**config.mk**
```make
export PLATFORM = sky130hd
export DESIGN_NAME = mem_fabric
export DESIGN_NICKNAME = d
export VERILOG_FILES = /design/src/rtl/mem_fabric.sv
export SDC_FILE = /design/constraint.sdc
export NUM_CORES = 1
export LEC_CHECK = 0
export BUFFER_PORTS_ARGS = -buffer_cell sky130_fd_sc_hd__buf_2
export CAP_MARGIN = 20
export CORE_ASPECT_RATIO = 1.1
export CORE_MARGIN = 2
export CORE_UTILIZATION = 40
export CTS_CLUSTER_SIZE = 10
export DETAILED_ROUTE_END_ITERATION = 10
export GPL_TIMING_DRIVEN = 0
export PLACE_DENSITY = 0.69
export SETUP_SLACK_MARGIN = 0.3
export SYNTH_ARGS = -nofsm -noshare
export SYNTH_HDL_FRONTEND = slang
export SYNTH_SLANG_ARGS = --single-unit
```
**constraint.sdc**
```tcl
create_clock -name clk_in -period 9.2 [get_ports clk_in]
set_input_delay 2.3 -clock clk_in [delete_from_list [all_inputs] [get_ports clk_in]]
set_output_delay 2.3 -clock clk_in [all_outputs]
set_load 0.05 [all_outputs]
```
**src/rtl/mem_fabric.sv**
```systemverilog
// Fixed-priority memory-bus fabric: sequences 1..4 byte little-endian transfers from
// NUM_PORTS masters onto one 8-bit RAM/IO bus with region decode and IO write back-pressure.
module mem_fabric #(
  parameter int unsigned RAM_ADDR_WIDTH = 17,
  parameter int unsigned NUM_PORTS      = 2,
  parameter int unsigned LEN_W          = 2
) (
  input  logic                         clk_in,
  input  logic                         rst_in,
  input  logic                         rdy_in,
  input  logic [NUM_PORTS-1:0]         req_valid,
  input  logic [NUM_PORTS-1:0]         req_wr,
  input  logic [32*NUM_PORTS-1:0]      req_addr,
  input  logic [LEN_W*NUM_PORTS-1:0]   req_len,
  input  logic [32*NUM_PORTS-1:0]      req_wdata,
  output logic [NUM_PORTS-1:0]         done,
  output logic [31:0]                  rdata,
  output logic                         busy,
  output logic [31:0]                  mem_a,
  output logic                         mem_wr,
  output logic [7:0]                   mem_dout,
  input  logic [7:0]                   mem_din,
  input  logic [7:0]                   io_din,
  input  logic                         io_full,
  output logic                         ram_en,
  output logic                         io_en
);

  localparam int unsigned PortW = (NUM_PORTS > 1) ? $clog2(NUM_PORTS) : 1;

  typedef enum logic [1:0] {StIdle, StIssue, StDrain, StDone} state_e;

  function automatic logic is_io(input logic [31:0] a);
    return a[RAM_ADDR_WIDTH -: 2] == 2'b11;
  endfunction

  state_e               state_q, state_d;
  logic [PortW-1:0]     port_q, port_d;
  logic [31:0]          addr_q, addr_d;
  logic [LEN_W-1:0]     len_q, len_d;
  logic                 wr_q, wr_d;
  logic [31:0]          wdata_q, wdata_d;
  logic [LEN_W-1:0]     cnt_q, cnt_d;
  logic [31:0]          rbuf_q, rbuf_d;
  logic [31:0]          rdata_q, rdata_d;
  logic [NUM_PORTS-1:0] done_q, done_d;
  logic                 cap_vld_q, cap_vld_d;
  logic [LEN_W-1:0]     cap_idx_q, cap_idx_d;
  logic                 cap_io_q, cap_io_d;
  logic                 frozen_q, frozen_d;
  logic [31:0]          mem_a_q, mem_a_d;
  logic [7:0]           mem_dout_q, mem_dout_d;

  logic [31:0] cur_addr, iss_addr;
  logic        reissue, iss_io, stall, active, found;

  // A read byte whose return slot was frozen over is fetched again on the first live cycle.
  always_comb begin
    cur_addr = addr_q + 32'(cnt_q);
    reissue  = rdy_in && frozen_q && cap_vld_q;
    iss_addr = reissue ? addr_q + 32'(cap_idx_q) : cur_addr;
    iss_io   = is_io(iss_addr);
    stall    = wr_q && iss_io && io_full && !reissue;
    active   = rdy_in && ((state_q == StIssue && !stall) || reissue);
    mem_a    = (state_q == StIssue || reissue) ? iss_addr : mem_a_q;
    mem_wr   = active && wr_q;
    ram_en   = active && !iss_io;
    io_en    = active && iss_io;
    mem_dout = (state_q == StIssue && wr_q) ? wdata_q[{cnt_q, 3'b000} +: 8] : mem_dout_q;
    busy     = state_q != StIdle;
    done     = done_q;
    rdata    = rdata_q;
  end

  always_comb begin
    state_d    = state_q;
    port_d     = port_q;
    addr_d     = addr_q;
    len_d      = len_q;
    wr_d       = wr_q;
    wdata_d    = wdata_q;
    cnt_d      = cnt_q;
    rbuf_d     = rbuf_q;
    rdata_d    = rdata_q;
    done_d     = done_q;
    cap_vld_d  = cap_vld_q;
    cap_idx_d  = cap_idx_q;
    cap_io_d   = cap_io_q;
    frozen_d   = !rdy_in;
    mem_a_d    = mem_a;
    mem_dout_d = mem_dout;
    found      = 1'b0;
    if (rdy_in) begin
      cap_vld_d = active && !wr_q;
      cap_idx_d = reissue ? cap_idx_q : cnt_q;
      cap_io_d  = iss_io;
      if (cap_vld_q && !reissue) begin
        rbuf_d[{cap_idx_q, 3'b000} +: 8] = cap_io_q ? io_din : mem_din;
      end
      done_d = '0;
      unique case (state_q)
        StIdle: begin
          for (int p = 0; p < NUM_PORTS; p++) begin
            if (req_valid[p] && !found) begin
              found   = 1'b1;
              port_d  = PortW'(p);
              addr_d  = req_addr[32*p +: 32];
              wr_d    = req_wr[p];
              wdata_d = req_wdata[32*p +: 32];
              len_d   = is_io(req_addr[32*p +: 32]) ? '0 : req_len[LEN_W*p +: LEN_W];
              cnt_d   = '0;
              rbuf_d  = '0;
              state_d = StIssue;
            end
          end
        end
        StIssue: begin
          if (!reissue && !stall) begin
            cnt_d = cnt_q + LEN_W'(1);
            if (cnt_q == len_q) state_d = wr_q ? StDone : StDrain;
          end
        end
        StDrain: begin
          if (!reissue) begin
            rdata_d = rbuf_d;
            state_d = StDone;
          end
        end
        StDone:  state_d = StIdle;
        default: state_d = StIdle;
      endcase
      if (state_d == StDone) done_d[port_q] = 1'b1;
    end
  end

  always_ff @(posedge clk_in or posedge rst_in) begin
    if (rst_in) begin
      state_q    <= StIdle;
      port_q     <= '0;
      addr_q     <= '0;
      len_q      <= '0;
      wr_q       <= 1'b0;
      wdata_q    <= '0;
      cnt_q      <= '0;
      rbuf_q     <= '0;
      rdata_q    <= '0;
      done_q     <= '0;
      cap_vld_q  <= 1'b0;
      cap_idx_q  <= '0;
      cap_io_q   <= 1'b0;
      frozen_q   <= 1'b0;
      mem_a_q    <= '0;
      mem_dout_q <= '0;
    end else begin
      state_q    <= state_d;
      port_q     <= port_d;
      addr_q     <= addr_d;
      len_q      <= len_d;
      wr_q       <= wr_d;
      wdata_q    <= wdata_d;
      cnt_q      <= cnt_d;
      rbuf_q     <= rbuf_d;
      rdata_q    <= rdata_d;
      done_q     <= done_d;
      cap_vld_q  <= cap_vld_d;
      cap_idx_q  <= cap_idx_d;
      cap_io_q   <= cap_io_d;
      frozen_q   <= frozen_d;
      mem_a_q    <= mem_a_d;
      mem_dout_q <= mem_dout_d;
    end
  end

endmodule

```
==> results.md <==
* Largest net degree at the start of global routing at 94
* Mean routed wirelength per cell at 17.0 um
* Power per cell area at 323 nW/um^2
* CP bufs+invs at 3
* Placed Cells at 1414
* Least-Margin Pin Slew at 0.948 ns
* CTS tree: done
* CTS Hold Bufs at 0
* Layout area overhead at 23.9%
* Core footprint at 22000 sq um
* LEAKAGE at 5.28 nW
* Register area at 4580 sq um
* Async S/R FF share, synth at 100%
* Post-CTS setup buffers at 0
* CP Launch Type: input pin
* Worst vdd ir at 153 uV
* Finished Layout Cells at 1449
* I/O pin count at 234
* Multi-input gate area at 4150 sq um
* Crit path time final at 7.63 ns
* Critical path fanouts, max at 10
* Sink Count at 183
* Syn avg cell area at 10.1 sq um
* Status: completed
* H-tree levels at 4
* Reg clk slew, reported paths at 0.07 ns
* GP Congestion at 0.833
* Seq cells post-synth at 183
* Setup TNS Final at 0 ns
* First-pass DRT Iterations at 5
* Max Freq at 131 MHz
* # DRC at 0
* Fillcell total at 2036
* Critical Path AT at 5.33 ns
* Total length of routed wires at 24600 um
* Gr usage total at 21.1%
* Gates resized, CTS repair at 0
* Post-synth EDFFs at 0
* CP top delay family: buffers and inverters
* Warnings from Yosys at 0
* CP Capture Type: primary output
* Die Footprint at 23700 sq um
* RSZ-0062 raised after global routing: false
* CTS max path bufs at 2
* Design area at 11100 sq um
* Clock Latency Late Sink at 0.44 ns
* IO Port Bufs at 232
* Maxcap violations at 0
* Via/cell ratio at 5.18
* Crit path kind: input pin to primary output
* Layout Nets at 1302
* First-pass GRT wire length at 39400 um
* Total CTS buffers at 17
* Worst Skew at 0.0150 ns
* DRT antenna net count at 0
* Root Driver: clkbuf_16
* Worst relative slew slack at 36.3%
* Finished Core Util at 50.5%
* Initial drt markers at 317
* Setup violators final at 0
* Max stage delay cell, worst path: clkbuf_1
* Layout cells sized above 1 at 27.5%
* Via Count at 7504
* Mapped Area at 8980 sq um
* DP Area at 10500 sq um
* Crit path cell chain: buf_4, nand3_1, o21ai_0, ha_1, fa_1, nand3_1, nor3_1, clkbuf_1, nand4_1, xor2_1, o21ai_0, buf_2
* Period utilisation layout at 83.0%
* Hold slack at 0.476 ns
* Core Rows at 57
* Grt total ovfl at 0
* Post-synth top flop: dfrtp_1
* CP Data Required Time at 6.90 ns
* Die Y at 161 um
* Final hold vios at 0
* Max-slew violations at 0
* CP max stage delay at 0.50 ns
* Number of global-route vias before repair at 7512
* Dpl hpwl at 18300 um
* Post-synthesis sequential area ratio at 51.0%
* Worst hold-check path type: flop to flop
* Count of cell types in the netlist at 58
* Commonest non-fill, non-tap cell in the layout: buf_2
* Die W at 147 um
* Most frequent cells in the layout: buf_2, dfrtp_1, nand2_1
* Starting Density at 40.7%
* Initial antenna violation count at 4
* Synth Instances at 886
* Synthesized Nets at 1050
## flip-flops by register name, summed over array words and instances, names as in the netlist
name and flops:
cap_vld_q 1, rdata 32, frozen_q 1, mem_a_q 32
cap_idx_q 2, addr_q 32, len_q 2, done 2
wdata_q 32, rbuf_q 32, wr_q 1, cap_io_q 1
mem_dout_q 8, state_q 2, cnt_q 2, port_q 1
## logic make-up (layout without fill, tap and decap cells)
family | count (synthesis) | in the layout | share of synthesized area [%]
simple gates | 266 | 266 | 13.5
compound gates | 234 | 234 | 15.7
flops | 183 | 183 | 51.0
mux | 101 | 101 | 12.7
buf+inv | 62 | 327 | 2.83
xor+xnor | 32 | 32 | 3.12
fa+ha+maj | 8 | 8 | 1.20
other cells | 0 | 3 | 0
## layout make-up
cell class                      count  area share [%]
Sequential cell                   183            41.2
Clock buffer                       21            4.14
Antenna cell                        3          0.0675
Inverter                           12           0.472
Buffer                             50            1.88
Timing Repair Buffer              233            10.7
Clock inverter                     11            1.02
Tap cell                          295            3.32
Multi-Input combinational cell    641            37.3
## report_power, final
group          internal [W]  switching [W]  leakage, nW
Clock              0.000394       0.000330        0.277
Sequential          0.00107       0.000173         2.39
Combinational      0.000448        0.00117         2.62
Total               0.00192        0.00167         5.28
## synthesized netlist by cell type, types with 2 or more instances
cell / count / area share [%]
nor3_1: 12 / 0.67
and2_1: 8 / 0.56
dfrtp_1: 183 / 51
o21ai_0: 140 / 7.8
mux4_2: 8 / 2.0
nor2b_1: 2 / 0.14
and4b_1: 2 / 0.22
or3_1: 2 / 0.14
a22o_1: 24 / 2.3
nand4_1: 13 / 0.91
ha_1: 7 / 0.98
xor2_1: 27 / 2.6
clkbuf_1: 40 / 1.7
inv_1: 11 / 0.46
buf_1: 2 / 0.084
mux2_2: 20 / 2.5
and4_1: 3 / 0.29
nand3_1: 17 / 0.95
xnor2_1: 5 / 0.49
and3_1: 8 / 0.56
o31ai_1: 2 / 0.17
buf_2: 5 / 0.28
nand2_1: 162 / 6.8
buf_4: 2 / 0.17
a2bb2oi_1: 8 / 0.78
mux2i_1: 73 / 8.1
o21ai_1: 4 / 0.22
nand3b_1: 2 / 0.17
a22oi_1: 10 / 0.84
a21oi_1: 24 / 1.3
nor2_1: 24 / 1.0
nand2_2: 2 / 0.14
a31oi_1: 2 / 0.14
o21ai_2: 8 / 0.78
## path summary, 6_finish.rpt
path,start,end,slack (ns),depth (start not counted)
setup / recovery,rdy_in,mem_a[28],1.57,12
hold / removal,rdata[27]$_DFFE_PP0P_,rdata[27]$_DFFE_PP0P_,0.48,2
setup reg to reg,cnt_q[0]$_DFFE_PP0P_,mem_a_q[16]$_DFF_PP0_,5.79,12
hold reg to reg,rdata[27]$_DFFE_PP0P_,rdata[27]$_DFFE_PP0P_,0.48,2
max in group asynchronous,rst_in,addr_q[4]$_DFFE_PP0P_,6.37,3
min in group asynchronous,rst_in,mem_dout_q[5]$_DFF_PP0_,1.95,2
## layer usage
layer  part of all wire (%)  up-vias  GRT usage, %
met3                    5.7       28          4.24
li1                       -     3647             -
met4                    1.8        2          6.44
met5                  0.028        -             0
met2                     50      257          35.2
met1                     43     3570          27.8
## stage by stage
stage | worst slack [ns] | power, W
after floorplan | 1.68 | 0.00244
after global placement | -0.212 | 0.00286
after detailed placement | 1.60 | 0.00289
after CTS | 1.59 | 0.00361
after global routing | 1.20 | 0.00381
final | 1.57 | 0.00359
## worst register-to-register path: stages, from the launching register on
cell and delay, ns:
dfrtp_1 0.32, clkbuf_1 0.39, buf_2 0.37, nand2_1 0.08, o21ai_0 0.12, ha_1 0.25, fa_1 0.29, nand3_1 0.13
nor3_1 0.20, clkbuf_1 0.50, nand2_1 0.14, xor2_1 0.16, o21ai_0 0.34
Note: power is estimated with default switching activity, not from simulation.
